$ cat src/rtl/spi_byte_master.sv
`default_nettype none
// ============================================================================
// Module : spi_byte_master
// Brief  : Mode-0 SPI byte master with valid/ready byte streams and SS framing.
// Rev    : 1.0  initial release
// ============================================================================
module spi_byte_master #(
    parameter int unsigned DIV = 4
) (
    input  logic       io_clock,
    input  logic       io_sysReset_n,
    input  logic       io_tx_valid,
    output logic       io_tx_ready,
    input  logic [7:0] io_tx_data,
    input  logic       io_tx_last,
    output logic       io_rx_valid,
    output logic [7:0] io_rx_data,
    input  logic       io_rx_ready,
    output logic       io_rx_overrun,
    input  logic       io_rx_overrun_clr,
    output logic       io_busy,
    output logic       io_spi0_sclk,
    output logic       io_spi0_ss,
    output logic       io_spi0_mosi,
    input  logic       io_spi0_miso
);
    localparam logic [7:0] C_LOAD = 8'(DIV - 1);

    typedef enum logic [2:0] {
        S_IDLE  = 3'd0,
        S_LEAD  = 3'd1,
        S_HIGH  = 3'd2,
        S_LOW   = 3'd3,
        S_GAP   = 3'd4,
        S_SSOFF = 3'd5
    } state_t;

    state_t     r_state;
    state_t     w_state_nxt;
    logic [7:0] r_cnt;
    logic [2:0] r_bit;
    logic [7:0] r_sh;
    logic       r_mosi;
    logic       r_last;
    logic       r_armed;
    logic [7:0] r_rx_data;
    logic       r_rx_valid;
    logic       r_overrun;

    logic       w_accept;
    logic       w_cnt_zero;
    logic       w_sample;
    logic       w_high_end;
    logic       w_low_end;
    logic       w_byte_done;
    logic [7:0] w_sh_nxt;

    // r_armed keeps tx_ready low until the first clock after reset release
    assign io_tx_ready = ((r_state == S_IDLE) && r_armed) || (r_state == S_GAP);
    assign w_accept    = io_tx_valid && io_tx_ready;
    assign w_cnt_zero  = (r_cnt == 8'd0);
    assign w_sample    = (r_state == S_HIGH) && (r_cnt == C_LOAD);
    assign w_high_end  = (r_state == S_HIGH) && w_cnt_zero;
    assign w_low_end   = (r_state == S_LOW) && w_cnt_zero;
    assign w_byte_done = w_high_end && (r_bit == 3'd7);
    assign w_sh_nxt    = w_sample ? {r_sh[6:0], io_spi0_miso} : r_sh;

    assign io_spi0_sclk  = (r_state == S_HIGH);
    assign io_spi0_ss    = (r_state == S_IDLE) || (r_state == S_SSOFF);
    assign io_spi0_mosi  = r_mosi;
    assign io_busy       = (r_state != S_IDLE);
    assign io_rx_valid   = r_rx_valid;
    assign io_rx_data    = r_rx_data;
    assign io_rx_overrun = r_overrun;

    always_ff @(posedge io_clock or negedge io_sysReset_n) begin
        if (!io_sysReset_n) begin
            r_state <= S_IDLE;
        end else begin
            r_state <= w_state_nxt;
        end
    end

    always_comb begin
        w_state_nxt = r_state;
        case (r_state)
            S_IDLE:  if (w_accept) w_state_nxt = S_LEAD;
            S_GAP:   if (w_accept) w_state_nxt = S_LEAD;
            S_LEAD:  if (w_cnt_zero) w_state_nxt = S_HIGH;
            S_HIGH:  if (w_cnt_zero) w_state_nxt = S_LOW;
            S_LOW: begin
                if (w_cnt_zero) begin
                    if (r_bit != 3'd7)  w_state_nxt = S_HIGH;
                    else if (r_last)    w_state_nxt = S_SSOFF;
                    else                w_state_nxt = S_GAP;
                end
            end
            S_SSOFF: if (w_cnt_zero) w_state_nxt = S_IDLE;
            default: w_state_nxt = S_IDLE;
        endcase
    end

    // Every transition changes state, so a state change reloads the phase timer
    always_ff @(posedge io_clock or negedge io_sysReset_n) begin
        if (!io_sysReset_n) begin
            r_cnt   <= 8'd0;
            r_armed <= 1'b0;
        end else begin
            r_armed <= 1'b1;
            if (w_state_nxt != r_state) begin
                r_cnt <= C_LOAD;
            end else if (!w_cnt_zero) begin
                r_cnt <= r_cnt - 8'd1;
            end
        end
    end

    always_ff @(posedge io_clock or negedge io_sysReset_n) begin
        if (!io_sysReset_n) begin
            r_sh   <= 8'd0;
            r_mosi <= 1'b0;
            r_last <= 1'b0;
            r_bit  <= 3'd0;
        end else if (w_accept) begin
            r_sh   <= io_tx_data;
            r_mosi <= io_tx_data[7];
            r_last <= io_tx_last;
            r_bit  <= 3'd0;
        end else begin
            r_sh <= w_sh_nxt;
            // next bit appears with the falling SCLK edge; MOSI holds after bit 0
            if (w_high_end && (r_bit != 3'd7)) begin
                r_mosi <= w_sh_nxt[7];
            end
            if (w_low_end) begin
                r_bit <= r_bit + 3'd1;
            end
        end
    end

    always_ff @(posedge io_clock or negedge io_sysReset_n) begin
        if (!io_sysReset_n) begin
            r_rx_data  <= 8'd0;
            r_rx_valid <= 1'b0;
            r_overrun  <= 1'b0;
        end else begin
            if (w_byte_done) begin
                r_rx_data  <= w_sh_nxt;
                r_rx_valid <= 1'b1;
            end else if (r_rx_valid && io_rx_ready) begin
                r_rx_valid <= 1'b0;
            end
            if (w_byte_done && r_rx_valid && !io_rx_ready) begin
                r_overrun <= 1'b1;
            end else if (io_rx_overrun_clr) begin
                r_overrun <= 1'b0;
            end
        end
    end

endmodule
`default_nettype wire
$ cat config.mk
export PLATFORM = sky130hd
export DESIGN_NAME = spi_byte_master
export DESIGN_NICKNAME = d
export VERILOG_FILES = /design/src/rtl/spi_byte_master.sv
export SDC_FILE = /design/constraint.sdc
export NUM_CORES = 1
export LEC_CHECK = 0
export ABC_AREA = 1
export CAP_MARGIN = 10
export CORE_MARGIN = 3
export CORE_UTILIZATION = 50
export CTS_CLUSTER_SIZE = 30
export DETAILED_ROUTE_END_ITERATION = 7
export PLACE_DENSITY = 0.75
export REMOVE_ABC_BUFFERS = 1
export SYNTH_ARGS = -nofsm -noshare
export SYNTH_HDL_FRONTEND = slang
export SYNTH_SLANG_ARGS = --single-unit
$ cat constraint.sdc
create_clock -name io_clock -period 2.35 [get_ports io_clock]
set_input_delay 0.235 -clock io_clock [delete_from_list [all_inputs] [get_ports io_clock]]
set_output_delay 0.235 -clock io_clock [all_outputs]
set_load 0.03 [all_outputs]
* After elaboration in Yosys (flattened, before gate mapping)
Index checks and enable logic that the tools add are counted.
** Storage, ports and cells
- Register bits after elaboration :: 35
- Bits of input ports :: 15
- Output and inout bits :: 15
** Cells by class
- $add $sub $neg :: 2
- Equal/unequal tests :: 10
- Mux-type cells :: 20
- Reduce and logical (&&, ||, !) cells :: 21
** Operators by type and width (count)
- 8-bit 2-to-1 mux :: 4
- 3-bit 2-to-1 mux :: 8
- 3-bit one-hot mux with 5 select lines :: 1
- 1-bit logical AND :: 10
- 3-bit equality test, second input constant :: 3
- 8-bit by 2-bit equality test with 1-bit output, second input constant :: 1
- 8-bit zero test :: 1
- 2-bit nonzero test :: 4
- 8-bit by 1-bit subtractor with 8-bit output, second input constant :: 1
- 1-bit 2-to-1 mux :: 7
- 3-bit by 2-bit equality test with 1-bit output, second input constant :: 2
- 3-bit by 1-bit adder with 3-bit output, second input constant :: 1
- 3-bit by 1-bit equality test with 1-bit output, second input constant :: 1
- 3-bit zero test :: 1
- 3-bit != test :: 1
- 3-bit != test, second input constant :: 1
- 3-bit nonzero test :: 1
- 1-bit logical OR :: 2
- 2-bit by 1-bit != test with 1-bit output, second input constant :: 1
- 2-bit OR reduction :: 1
- 1-bit zero test :: 1

* Longest topological paths before layout
- Depth after elaboration :: 8
- Mapped depth :: 12
- Depth with buffers taken out :: 12

* Worst setup path before layout
No wires, ideal clock.
- Path type :: reg-to-reg
- From :: reg r_cnt[0]
- To :: reg r_cnt[2]
- Setup time :: 71 ps
- Arrival time :: 1445 ps
- Required time :: 2279 ps
- Setup slack :: 834 ps
- Cell stages (with the launch flop) :: 10
- Buffers on the path :: 0
- Cells stage by stage :: dfrtp_1 inv_1 ha_1 nand2_4 nor2_8 nor2_1 nor2_1 a31oi_1 nand2_4 nor2_2
** Between the ends
- Longest elaborated chain between the ends :: 5
** Ends and longest elaborated chain
- start, declared :: RTL line 40 : logic [7:0] r_cnt;
- start signal, assigned :: RTL line 113 : r_cnt <= r_cnt - 8'd1;
- 8-bit zero test :: RTL line 61 : assign w_cnt_zero = (r_cnt == 8'd0);
- 3-bit 2-to-1 mux (on tied branches)
- 3-bit one-hot mux with 5 select lines :: RTL line 86 : case (r_state)
- 3-bit != test :: RTL line 110 : if (w_state_nxt != r_state) begin
- 2-bit by 1-bit != test with 1-bit output (no source line) / 8-bit 2-to-1 mux (equally long branches)
Several ways; a longest one is shown, not always the timed one. The select of a mux whose other input is x is not followed.
A chain may end at the register's enable or synchronous reset.

* Final worst setup path
- From :: reg r_state[1]
- To :: out io_spi0_ss
** Between the ends
- Longest elaborated chain between the ends :: 2
** Ends and longest elaborated chain
- start, declared :: RTL line 38 : state_t r_state;
- start signal, assigned :: RTL line 80 : r_state <= w_state_nxt;
- 3-bit equality test / 3-bit zero test (equally long branches) :: RTL line 69 : assign io_spi0_ss = (r_state == S_IDLE) || (r_state == S_SSOFF);
- 1-bit logical OR (*) :: RTL line 69
- end, declared :: RTL line 23 : output logic io_spi0_ss,
Mark *: on every way between the ends. The rest lies on a longest branch, timed or not.

==> out/metrics.csv <==
metric,value,unit
crit start category,flop,
final wirelength,3412,µm
warning count from the yosys run,0,
Clock Power Share,23.1,%
register area share after synthesis,47.07,%
Synth area leaders,"dfrtp_1, nand2_1, inv_1",
Worst-path clk slew,0.07,ns
"Setup violations, final",0,
RSZ-0062 raised after global routing,false,
Avg WL per Cell,10.90,µm
TritonCTS Buffers,5,
# nets final,285,
Die Height,67,µm
WP buf/inv,1,
die area,4489,µm²
Yosys cell types,33,
CP Data Required Time,2.12,ns
H-tree levels,2,
layout cell share with drive strength beyond 1,14.61,%
crit-path cells,nor2_2 > nand2_1 > nand2_1 > clkdlybuf4s50_1,
Sink Count,35,
Final Util,67.03,%
total power,2.361,mW
PostCTS Resize Cnt,0,
initial antenna violation count,0,
Post-route DRC,0,
core area,3468,µm²
synthesized instance count,231,
largest net degree at the start of global routing,36,
Critical-path top delay cell,clkdlybuf4s50_1,
CTS tree,built,
Root Buffer,clkbuf_8,
Reg area,875.8,µm²
Switching Share,38.88,%
gpl congestion,0.8172,
Fin. Hold Viols,0,
largest buffer count on any clock path,2,
NetSw,918.0,µW
Die Wd,67,µm
Yosys reg bits,35,
post-route ant nets,0,
number of DRC markers in iteration 0,53,
total iterations of the first detailed-routing run,4,
cts hold-fix bufs,0,
Vias,1492,
vias in the first global route,1418,
Post-Synthesis Cell Area,1861,µm²
Fmax,493.8,MHz
insertion delay to the later sink of the worst-skew pair,0.28,ns
Seq pwr share,35.5,%
final setup TNS,0,ns
port bufs,29,
cell mode on critical path,nand2_1,
largest area contributor in the netlist,dfrtp_1,
worst vdd ir,0.0006342,V
Rows,21,
Post-CTS Setup Bufs,0,
biggest cell delay along the critical path,0.66,ns
CP Max Fanout,7,
detailed placement HPWL,2598,µm
Setup Skew,0.007550,ns
final period utilization,86.18,%
first-pass GRT wire length,5920,µm
gr usage total,17.38,%
internal power,1.443,mW
Comb power frac,41.4,%
critical path data arrival time,1.79,ns
fillers,305,
area of the multi-input gates,854.6,µm²
type of the tightest min-delay check,in2async,
Overflow after GRT,0,
Max-Cap Viols,0,
Synth-to-Final Area Change,24.95,%
LEAKAGE,1.178,nW
"Slew Viols, Final",0,
post-synth top area share,47.07,%
status,"complete, no violations",
PD cells,1016,nW/µm²
crit path time final,2.025,ns
Mean Syn Cell Area,8.054,µm²
Ports,30,
Crit path max-delay family,buffers and inverters,
critical path class,reg2out,
antenna cells,0,
initial core utilization,53.64,%
Via-to-Cell Ratio,4.767,
CP endpoint kind,primary output,
-- cell usage after synthesis --
cell and count:
clkinv_4 1, o21ai_0 4, a22oi_1 1, nand3_1 8, nand3_4 1, nand2_1 83, nand4_4 1, inv_2 3
o21a_1 1, buf_2 1, inv_1 26, conb_1 1, nor2_1 16, or2_2 1, nand3_2 2, o21ai_1 4
xor2_1 3, clkbuf_1 1, dfrtp_1 35, o21bai_1 1, a21boi_1 1, nand2_2 5, nor2_2 9, clkinv_1 1
a31oi_1 1, nand2_4 3, a21oi_1 7, o22ai_1 2, nand4_2 1, o21ai_2 1, nor2_4 1, ha_1 4
nor2_8 1
-- kinds of logic after synthesis --
family | count (synthesis) | synth area share, %
other cells | 1 | 0.2016
buf+inv | 33 | 6.993
flops | 35 | 47.07
compound gates | 23 | 7.129
simple gates | 132 | 34.50
xor+xnor | 3 | 1.412
fa+ha+maj | 4 | 2.690
-- per-layer routing --
layer | GRT usage, % | part of all wire (%) | vias up
met4 | 5.570 | 0.79 | 0
met2 | 30.31 | 49 | 28
li1 | - | - | 783
met1 | 20.90 | 46 | 679
met5 | 0 | 0 | -
met3 | 4.047 | 4.0 | 2
-- power groups by stage --
stage | sequential [mW] | combinational, mW | clock [mW]
after CTS | 0.838 | 0.989 | 0.555
final | 0.838 | 0.977 | 0.546
after global routing | 0.855 | 1.12 | 0.582
after detailed placement | 0.850 | 0.983 | 0
after floorplan | 0.848 | 0.727 | 0
after global placement | 0.844 | 0.971 | 0
-- final timing paths --
path	end	slack, ns	from	depth (start not counted)
worst max-delay path	io_spi0_ss	0.32	r_state[1]	4
worst min-delay path	r_cnt[2]	0.37	io_sysReset_n	2
worst max register to register	io_rx_data[6]	0.52	r_cnt[0]	8
worst min register to register	r_bit[0]	0.48	r_bit[0]	1
max in group asynchronous	r_armed	1.67	io_sysReset_n	2
min in group io_clock	r_bit[0]	0.48	r_bit[0]	1
-- through the flow --
| stage | area, µm² | std cells | hold slack [ns] | setup WS [ns] |
|---|---|---|---|---|
| 3_3_place_gp | 2207 | 305 | 0.4602 | 0.5911 |
| 3_5_place_dp | 2207 | 305 | 0.4697 | 0.5316 |
| 6_report | 2325 | 313 | 0.3744 | 0.3249 |
| 4_1_cts | 2325 | 313 | 0.3888 | 0.3188 |
| 2_1_floorplan | 1852 | 229 | -0.06059 | 0.7804 |
| 5_1_grt | 2325 | 313 | 0.4043 | 0.2363 |
-- layout by cell type, fill, tap and decap left out, types with 2 or more instances in the layout --
master            n
o21ai_0           4
dfrtp_1          35
nand2_4           3
clkbuf_8          6
o22ai_1           2
nand3_2           2
clkdlybuf4s50_1  29
nor2_2            9
nand3_1           8
ha_1              4
nor2_1           16
inv_2             3
nand2_2           5
xor2_1            3
o21ai_1           4
a21oi_1           7
inv_1            26
nand2_1          83
-- registers in the layout (all words and copies together) (netlist names), 3 cells and up --
name        flops
r_state         3
r_cnt           8
r_bit           3
r_sh            8
io_rx_data      8
-- final cells by class --
| class | count | share of cell area [%] |
|---|---|---|
| clock buffer | 6 | 3.552 |
| clock inverter | 2 | 1.507 |
| inverter | 31 | 5.221 |
| multi-input combinational | 163 | 36.76 |
| sequential | 35 | 37.67 |
| tap | 46 | 2.476 |
| timing repair buffer | 30 | 12.81 |
(Power assumes the default switching activity.)
==> RTL change, RTL diff (config.mk and constraints unchanged) <==
Make the reset (`io_sysReset_n`) synchronous in 4 clocked blocks.
--- a/src/rtl/spi_byte_master.sv
+++ b/src/rtl/spi_byte_master.sv
@@ -74,5 +74,5 @@
     assign io_rx_overrun = r_overrun;
 
-    always_ff @(posedge io_clock or negedge io_sysReset_n) begin
+    always_ff @(posedge io_clock) begin
         if (!io_sysReset_n) begin
             r_state <= S_IDLE;
@@ -102,5 +102,5 @@
 
     // Every transition changes state, so a state change reloads the phase timer
-    always_ff @(posedge io_clock or negedge io_sysReset_n) begin
+    always_ff @(posedge io_clock) begin
         if (!io_sysReset_n) begin
             r_cnt   <= 8'd0;
@@ -116,5 +116,5 @@
     end
 
-    always_ff @(posedge io_clock or negedge io_sysReset_n) begin
+    always_ff @(posedge io_clock) begin
         if (!io_sysReset_n) begin
             r_sh   <= 8'd0;
@@ -139,5 +139,5 @@
     end
 
-    always_ff @(posedge io_clock or negedge io_sysReset_n) begin
+    always_ff @(posedge io_clock) begin
         if (!io_sysReset_n) begin
             r_rx_data  <= 8'd0;
Function: differs if io_sysReset_n is asserted again (counterexample within 4 cycles, from zero or initial values and one cycle with io_sysReset_n low); with io_sysReset_n held inactive, the same outputs for 10 cycles.
==> RTL change against the unedited design <==
Clock power down 42%; total power down 20%; sequential cell count unchanged; utilization down 0.35 points; synthesized area down 5.9%; first-iteration DRC count up 77%; design area down 8.1%; setup slack worse by 0.12 ns; routed wire length up 4.7%; largest cell class is now multi-input combinational cells.
==> RTL change: results (changes against the unedited design) <==
Top cells by count, synth -> 45 x nand2_1, 35 x dfxtp_1, 34 x nor2_1, 32 x inv_1, 17 x o21ai_0
First-pass GRT wire length -> 6320 µm (+6.8%)
Starting DRT DRC Count -> 94 (+77%)
Met3 wire length -> 176 µm (+28%)
Worst R2R Start -> r_cnt[0]
# clk buffers -> 7 (+1)
Clk_lat worst skew -> 0.34 ns (+0.06 ns)
XOR/XNOR Fraction of Synth Area -> 3.50% (+2.1 points)
Inverters -> 33 (+6.5%)
Wire per inst -> 11.3 µm (+3.4%)
Synth Area in Adders -> 3.57% (+0.88 points)
Die Wd -> 65.2 µm (-2.7%)
Routed wire length -> 3570 µm (+4.7%)
Worst R2R Setup Slack -> 0.68 ns (+0.16 ns)
GR Layer Usage met2 -> 27.7% (-2.6 points)
Number of sequential cells -> 35 (unchanged)
Dpl cells -> 309 (+1.3%)
Final net count -> 292 (+2.5%)
Dpl hpwl -> 2580 µm (-0.56%)
RePlAce Congestion -> 0.882 (+7.9%)
Post-synthesis compound-gate area fraction -> 12.9% (+5.7 points)
Max VDD drop -> 0.566 mV (-11%)
Worst-path clk slew -> 0.10 ns (+0.03 ns)
Sequential fraction of the synthesis area -> 40.0% (-7.0 points)
Share of layout cells above drive strength 1 -> 10.3% (-4.4 points)
Dpl cell area -> 2090 µm² (-5.5%)
WP data arrival -> 1.91 ns (+0.12 ns)
PD cells -> 886 nW/µm² (-13%)
#MultiIn Comb -> 166 (+1.8%)
CTS root buf -> clkbuf_4
Register-to-Register Path Depth -> 9 (+1)
Fillers -> 302 (-0.98%)
Met2 WL post-DR -> 1490 µm (-11%)
Post-synth ARST share -> 0% (-100 points)
Metal-1 WL -> 1840 µm (+16%)
Outcome -> finished, final reports clean
Worst-case clock skew -> 0.00642 ns (-0.00113 ns)
Ranking of synthesized cells by area -> dfxtp_1 40%, nand2_1 9.6%, nor2_1 7.3%, inv_1 6.9%, o21ai_0 4.9%
Vias in the first global route -> 1440 (+1.6%)
Crit path from -> r_state[0]
Layout non-clock buf frac -> 14.3% (+1.5 points)
Total GRT Usage -> 19.2% (+1.9 points)
Clock Network Area Fraction -> 2.34% (-2.7 points)
Multi-input gate area -> 901 µm² (+5.4%)
Buffers excl. clock -> 31 (+3.3%)
Met3 usage -> 4.96% (+0.91 points)
Seq. cell area -> 701 µm² (-20%)
Avg Inst Size Synth -> 7.35 µm² (-8.7%)
[RTL change: cell count changes in the layout (fill, tap and decap cells not counted), moves of 6 or more]
cell      before  now
nand2_1       83   45
dfrtp_1       35    0
dfxtp_1        0   35
nor2_1        16   34
o21ai_0        4   17
nand3_1        8   16
nor2_2         9    2
clkbuf_8       6    0
inv_1         26   32
[RTL change: through the flow]
step / worst slack (ns) / power (µW)
floorplan: 0.819 / 1390
global placement: 0.585 / 1580
detailed placement: 0.585 / 1590
CTS: 0.199 / 1910
global route: 0.0705 / 2050
finish: 0.203 / 1890
[RTL change: tightest hold or removal path: cells and delay by family, from the launching register on]
kind	cells	cell delay [ns]
compound gates	1	0.05
flops	1	0.32
simple gates	1	0.06
[RTL change: power breakdown]
part / leakage, µW / switching [µW] / internal (µW)
Clock: 0.0000293 / 200 / 117
Combinational: 0.000701 / 513 / 324
Sequential: 0.000285 / 69.9 / 668
